**config.mk**
```make
export PLATFORM = sky130hd
export DESIGN_NAME = beta_regfile_sb
export DESIGN_NICKNAME = d
export VERILOG_FILES = /design/src/rtl/beta_regfile_sb.sv
export SDC_FILE = /design/constraint.sdc
export NUM_CORES = 2
export LEC_CHECK = 0
export BUFFER_PORTS_ARGS = -buffer_cell sky130_fd_sc_hd__buf_2
export CORE_MARGIN = 3
export CORE_UTILIZATION = 47
export CTS_CLUSTER_SIZE = 16
export DETAILED_ROUTE_END_ITERATION = 8
export HOLD_SLACK_MARGIN = 0.05
export PLACE_DENSITY = 0.73
export RECOVER_POWER = 25
export SYNTH_ARGS = -nofsm -noshare
export SYNTH_HDL_FRONTEND = slang
export SYNTH_SLANG_ARGS = --single-unit
```
**constraint.sdc**
```tcl
create_clock -name clk -period 2.9 [get_ports clk]
set_input_delay 0.145 -clock clk [delete_from_list [all_inputs] [get_ports clk]]
set_output_delay 0.145 -clock clk [all_outputs]
set_load 0.05 [all_outputs]
```
**src/rtl/beta_regfile_sb.sv**
```systemverilog
// Parametrised Beta register file: NRD combinational read ports with write-through
// bypass, a hard-wired zero register, and a per-register pending-write scoreboard.
`timescale 1ns/1ps
module beta_regfile_sb #(
  parameter int DATA_W   = 32,
  parameter int NREGS    = 32,
  parameter int NRD      = 2,
  parameter int ZERO_REG = 31,
  parameter int PEND_W   = 2,
  parameter int BYPASS   = 1,
  localparam int AW      = $clog2(NREGS)
) (
  input  logic                  clk,
  input  logic                  rst,
  input  logic [NRD*AW-1:0]     ra,
  output logic [NRD*DATA_W-1:0] rd,
  output logic [NRD-1:0]        rd_ready,
  input  logic                  we,
  input  logic [AW-1:0]         wa,
  input  logic [DATA_W-1:0]     wd,
  input  logic                  iss_en,
  input  logic [AW-1:0]         iss_addr,
  output logic                  pend_full,
  output logic                  sb_err
);

  localparam logic [AW-1:0]     ZERO_ADDR = AW'(ZERO_REG);
  localparam logic [PEND_W-1:0] CNT_MAX   = '1;

  logic [DATA_W-1:0] regs_view [NREGS];
  logic [PEND_W-1:0] cnt_view  [NREGS];

  logic wr_ok;
  logic iss_valid;
  logic iss_full;
  logic inc;
  logic overflow;
  logic underflow;
  logic sb_err_q;
  logic sb_err_d;

  assign wr_ok     = we && (wa != ZERO_ADDR);
  assign iss_valid = iss_en && (iss_addr != ZERO_ADDR);
  assign iss_full  = (iss_addr != ZERO_ADDR) && (cnt_view[iss_addr] == CNT_MAX);
  assign inc       = iss_valid && !iss_full;
  assign overflow  = iss_valid && iss_full;
  // A writeback paired with an issue to the same register nets to zero, so it cannot underflow.
  assign underflow = wr_ok && (cnt_view[wa] == '0) && !(inc && (iss_addr == wa));

  generate
    for (genvar gi = 0; gi < NREGS; gi++) begin : g_reg
      if (gi == ZERO_REG) begin : g_zero
        assign regs_view[gi] = '0;
        assign cnt_view[gi]  = '0;
      end else begin : g_store
        logic [DATA_W-1:0] reg_q;
        logic [DATA_W-1:0] reg_d;
        logic [PEND_W-1:0] cnt_q;
        logic [PEND_W-1:0] cnt_d;
        logic              inc_hit;
        logic              dec_hit;

        assign inc_hit = inc && (iss_addr == AW'(gi));
        assign dec_hit = wr_ok && (wa == AW'(gi));

        always_comb begin
          reg_d = reg_q;
          cnt_d = cnt_q;
          if (dec_hit) begin
            reg_d = wd;
          end
          if (inc_hit && !dec_hit) begin
            cnt_d = cnt_q + PEND_W'(1);
          end else if (dec_hit && !inc_hit && (cnt_q != '0)) begin
            cnt_d = cnt_q - PEND_W'(1);
          end
        end

        always_ff @(posedge clk or negedge rst) begin
          if (!rst) begin
            reg_q <= '0;
            cnt_q <= '0;
          end else begin
            reg_q <= reg_d;
            cnt_q <= cnt_d;
          end
        end

        assign regs_view[gi] = reg_q;
        assign cnt_view[gi]  = cnt_q;
      end
    end
  endgenerate

  generate
    for (genvar gi = 0; gi < NRD; gi++) begin : g_rport
      logic [AW-1:0]     addr;
      logic              hit;
      logic [DATA_W-1:0] rd_data;
      logic              ready;

      assign addr = ra[gi*AW +: AW];
      assign hit  = (BYPASS != 0) && we && (wa == addr) && (addr != ZERO_ADDR);

      // Reads look at pre-issue counters, so a same-cycle issue only shows up next cycle.
      always_comb begin
        rd_data = '0;
        ready   = 1'b1;
        if (rst && (addr != ZERO_ADDR)) begin
          rd_data = hit ? wd : regs_view[addr];
          ready   = (cnt_view[addr] == '0) || (hit && (cnt_view[addr] == PEND_W'(1)));
        end
      end

      assign rd[gi*DATA_W +: DATA_W] = rd_data;
      assign rd_ready[gi]            = ready;
    end
  endgenerate

  assign sb_err_d  = sb_err_q || overflow || underflow;
  assign pend_full = rst && iss_full;
  assign sb_err    = sb_err_q;

  always_ff @(posedge clk or negedge rst) begin
    if (!rst) begin
      sb_err_q <= 1'b0;
    end else begin
      sb_err_q <= sb_err_d;
    end
  end

endmodule

```
==> flow_summary.yaml <==
critical_path:
  cp_cell_sequence: "buf_6 > mux4_2 > nor3_2 > a2111oi_2 > a31oi_1 > o32ai_1 > nor3_2 > buf_6"
  critPathSlowestCell: "mux4_2"
  crit_fanout: 2
  cp-end-kind: "primary output"
  cpLargestDelayFamily: "simple AND/OR/NAND/NOR gates"
  arrival_ns: 2.87
  start_kind: "register"
  slowest_delay_ns: 0.48
  cp_num_buf_inv: 2
  critical_path_class: "register to primary output"
  cp_data_required_time_ns: 2.76
logic_synthesis:
  synth-warning-count: 0
  ys_ff_latch: 1055
  synth_cell_types: 62
  synth_simple_gate_area_share_pct: 10.2
  yosys.area.top_type_share_pct: 44.7
  synthXorXnorAreaFrac_pct: 0.415
  syn_inst: 4780
  syn_nets: 4836
  syn_avg_cell_area_sq_um: 12.4
  synth_top_family_by_area: "multiplexers"
  synth_area_leaders: "dfrtp_1 45%, mux4_2 23%, mux2_2 12%"
  synth_mux_area_share_pct: 38.0
  yosysSeqAreaShare_pct: 44.7
  synth_area_sq_um: 59000
  synthFlopType: "dfrtp_1"
  async_flop_share_pct: 100
  synth_compound_area_share_pct: 3.53
  synth-adder-area-share_pct: 0
  synth_top_area_cell: "dfrtp_1"
  synth_edf_count: 0
placed_design:
  dp_hpwl_um: 113000
  port_buffers: 123
  gp_congestion: 0.940
clocking:
  clk_latency_ns: 0.72
  numCtsBuffers: 106
  numClockSinks: 1055
  clk_pin_slew_worst_paths_ns: 0.06
  htree_levels: 3
  cts_tree: "built"
  root_buffer: "clkbuf_16"
  clockBufferDepth: 3
grt:
  track_usage_pct: 29.7
  grt_pass1_vias: 44200
  gr-total-overflow: 0
  antenna_found_initial: 1
  grt_max_degree: 185
  grt_first_pass_wirelength_um: 290000
routing:
  drcViolationCount: 0
  finalWirelength_um: 193000
  viasPerCell: 6.66
  post_drt_wl_per_cell_um: 29.5
  dr.pass1.iters: 6
  ant_nets: 0
  route.vias.total: 43600
  drt_iter0_markers: 5403
worst_hold_path:
  hold_path.class: "primary input to register"
sta:
  worst_pin_slew_ns: 2.30
  slew_violations: 451
  skew_ns: 0.00823
  min_period_ns: 3.01
  relSlewSlack_pct: -53.1
  rsz0062_at_grt: "yes"
  fin_hold_ws_ns: 0.133
  fin_crit_sh_pct: 104
  clock.fmax_mhz: 332
  fin_ws_ns: -0.114
  setup_viol: 3
  hold_violations: 0
  finalSetupTns_ns: -0.165
run_status:
  outcome: "complete, but fails checks"
  violations: "max-capacitance violations, max-slew violations, negative setup slack"
floorplanning:
  die_h_um: 360
  die_w_um: 360
  io_pins: 124
  die-area_sq_um: 130000
  core_area_sq_um: 124000
  start_util_pct: 47.5
  row_count: 129
pwr:
  p_clk_share_pct: 32.6
  switching_share_pct: 29.0
  p_leak_nw: 30.0
  internal_power_mw: 31.8
  vdd_drop_max_uv: 522
  switchingPower_mw: 13.0
  combPwrFrac_pct: 23.1
  seq_power_share_pct: 44.3
  powerDensity_nw_per_um2: 661
  power.total_mw: 44.8
final_layout:
  finalNetCount: 4869
  area_growth_pct: 14.7
  drive_above_1_share_pct: 38.9
run:
  maxCapViolations: 8
==> what timing repair did <==
item / 4_1_cts / 5_1_grt
pin swaps: 6 / 11
hold buffers: 39 / 0
resized for setup: 18 / 32
endpoints found under the setup margin: 5 / 19
hold endpoints to repair: 751 / 0
buffers inserted: 5 / 8
==> state kept, by name, indices dropped and copies added (netlist names) <==
register / cells
g.g_store.cnt_q: 62
g.g_store.reg_q: 992
sb_err: 1
==> area by class of cell <==
class                      instances  area [sq um]
antenna                            3          7.51
clock buffer                     158          3170
multi-input combinational       3250         31500
inverter                          15          56.3
fill                            9901         56500
clock inverter                    40           508
timing repair buffer             385          4050
tap                             1637          2050
sequential                      1055         26400
==> per-layer routing <==
| layer | wire, um | share of wire, % | track usage, % | vias to the layer above |
|---|---|---|---|---|
| met1 | 71200 | 37 | 39.6 | 22500 |
| met4 | 11400 | 5.9 | 14.5 | 0 |
| met2 | 86100 | 45 | 44.7 | 2859 |
| li1 | - | - | - | 17500 |
| met3 | 24500 | 13 | 8.93 | 708 |
| met5 | 0 | 0 | 0 | - |
==> cells in the final DEF (no fill, tap or decap), drive strengths merged, types with 5 or more instances in the layout <==
| cell | n |
|---|---|
| mux2 | 648 |
| or3 | 12 |
| nor2b | 10 |
| a211oi | 53 |
| a311oi | 33 |
| or2 | 6 |
| nand4 | 6 |
| a21boi | 16 |
| nor3 | 31 |
| mux2i | 129 |
| nand2 | 1242 |
| clkbuf | 178 |
| a22oi | 7 |
| a21oi | 47 |
| nor4 | 7 |
| dfrtp | 1055 |
| o22a | 18 |
| and3 | 19 |
| xor2 | 10 |
| xnor2 | 18 |
| clkinvlp | 5 |
| nand3 | 19 |
| clkinv | 22 |
| nor2 | 139 |
| bufinv | 10 |
| dlygate4sd3 | 39 |
| buf | 326 |
| nand2b | 10 |
| inv | 18 |
| o211ai | 6 |
| mux4 | 615 |
| o21ai | 102 |
| o21a | 14 |
==> cells in the mapped netlist (10+ instances only) <==
cell type and instances:
nand2b_1 10, nor2_1 139, mux2i_1 129, xor2_1 10, inv_1 13, o21ai_0 100
buf_1 76, or3_1 12, a211oi_1 53, and3_1 19, a311oi_1 33, buf_2 26
nor3_1 31, a21boi_0 16, nand2_1 1242, o21a_1 13, clkbuf_1 351, dfrtp_1 1055
nor2b_1 10, nand3_1 18, a21oi_1 47, mux2_2 646, o22a_1 18, xnor2_1 18
mux4_2 609
==> metrics by stage <==
stage	setup slack [ns]	util (%)	instance area (sq um)	cells
floorplan	-0.215	-	59400	4780
global placement	0.0813	51.1	63500	6292
detailed placement	0.0735	51.1	63500	6292
CTS	-0.151	54.4	67700	6533
global route	-0.158	54.5	67700	6540
finish	-0.114	54.5	67700	6543
==> power groups by stage <==
| stage | Sequential, mW | Combinational (mW) | Clock [mW] |
|---|---|---|---|
| 6_report | 19.9 | 10.4 | 14.6 |
| 3_3_place_gp | 19.8 | 9.81 | 0 |
| 5_1_grt | 20.2 | 11.0 | 15.3 |
| 3_5_place_dp | 20.0 | 10.1 | 0 |
| 2_1_floorplan | 19.2 | 7.66 | 0 |
| 4_1_cts | 19.8 | 10.2 | 14.7 |
==> worst paths after layout <==
check	cells after the start	from	endpoint	slack, ns
max	8	g_reg[11].g_store.cnt_q[0]$_DFFE_PN0P_	rd_ready[1]	-0.11
min	5	iss_addr[4]	g_reg[23].g_store.cnt_q[0]$_DFFE_PN0P_	0.13
max reg2reg	9	g_reg[5].g_store.cnt_q[1]$_DFFE_PN0P_	g_reg[15].g_store.cnt_q[0]$_DFFE_PN0P_	0.15
min reg2reg	1	sb_err$_DFF_PN0_	sb_err$_DFF_PN0_	0.47
max in group asynchronous	3	rst	g_reg[15].g_store.reg_q[21]$_DFFE_PN0P_	0.51
min in group asynchronous	3	rst	g_reg[0].g_store.reg_q[24]$_DFFE_PN0P_	0.21
==> kinds of logic (layout without fill, tap and decap cells) <==
kind of cell,after synthesis,after routing
flops,1055,1055
simple gates,1516,1516
compound gates,314,314
buf+inv,475,598
mux,1392,1392
other cells,0,3
xor+xnor,28,28
==> worst min-delay path: stages <==
cell	delay, ns
buf_2	0.19
nand3_1	0.20
nor4_1	0.10
nor2_1	0.08
a22oi_1	0.09
Note: power is estimated with default switching activity, not from simulation.
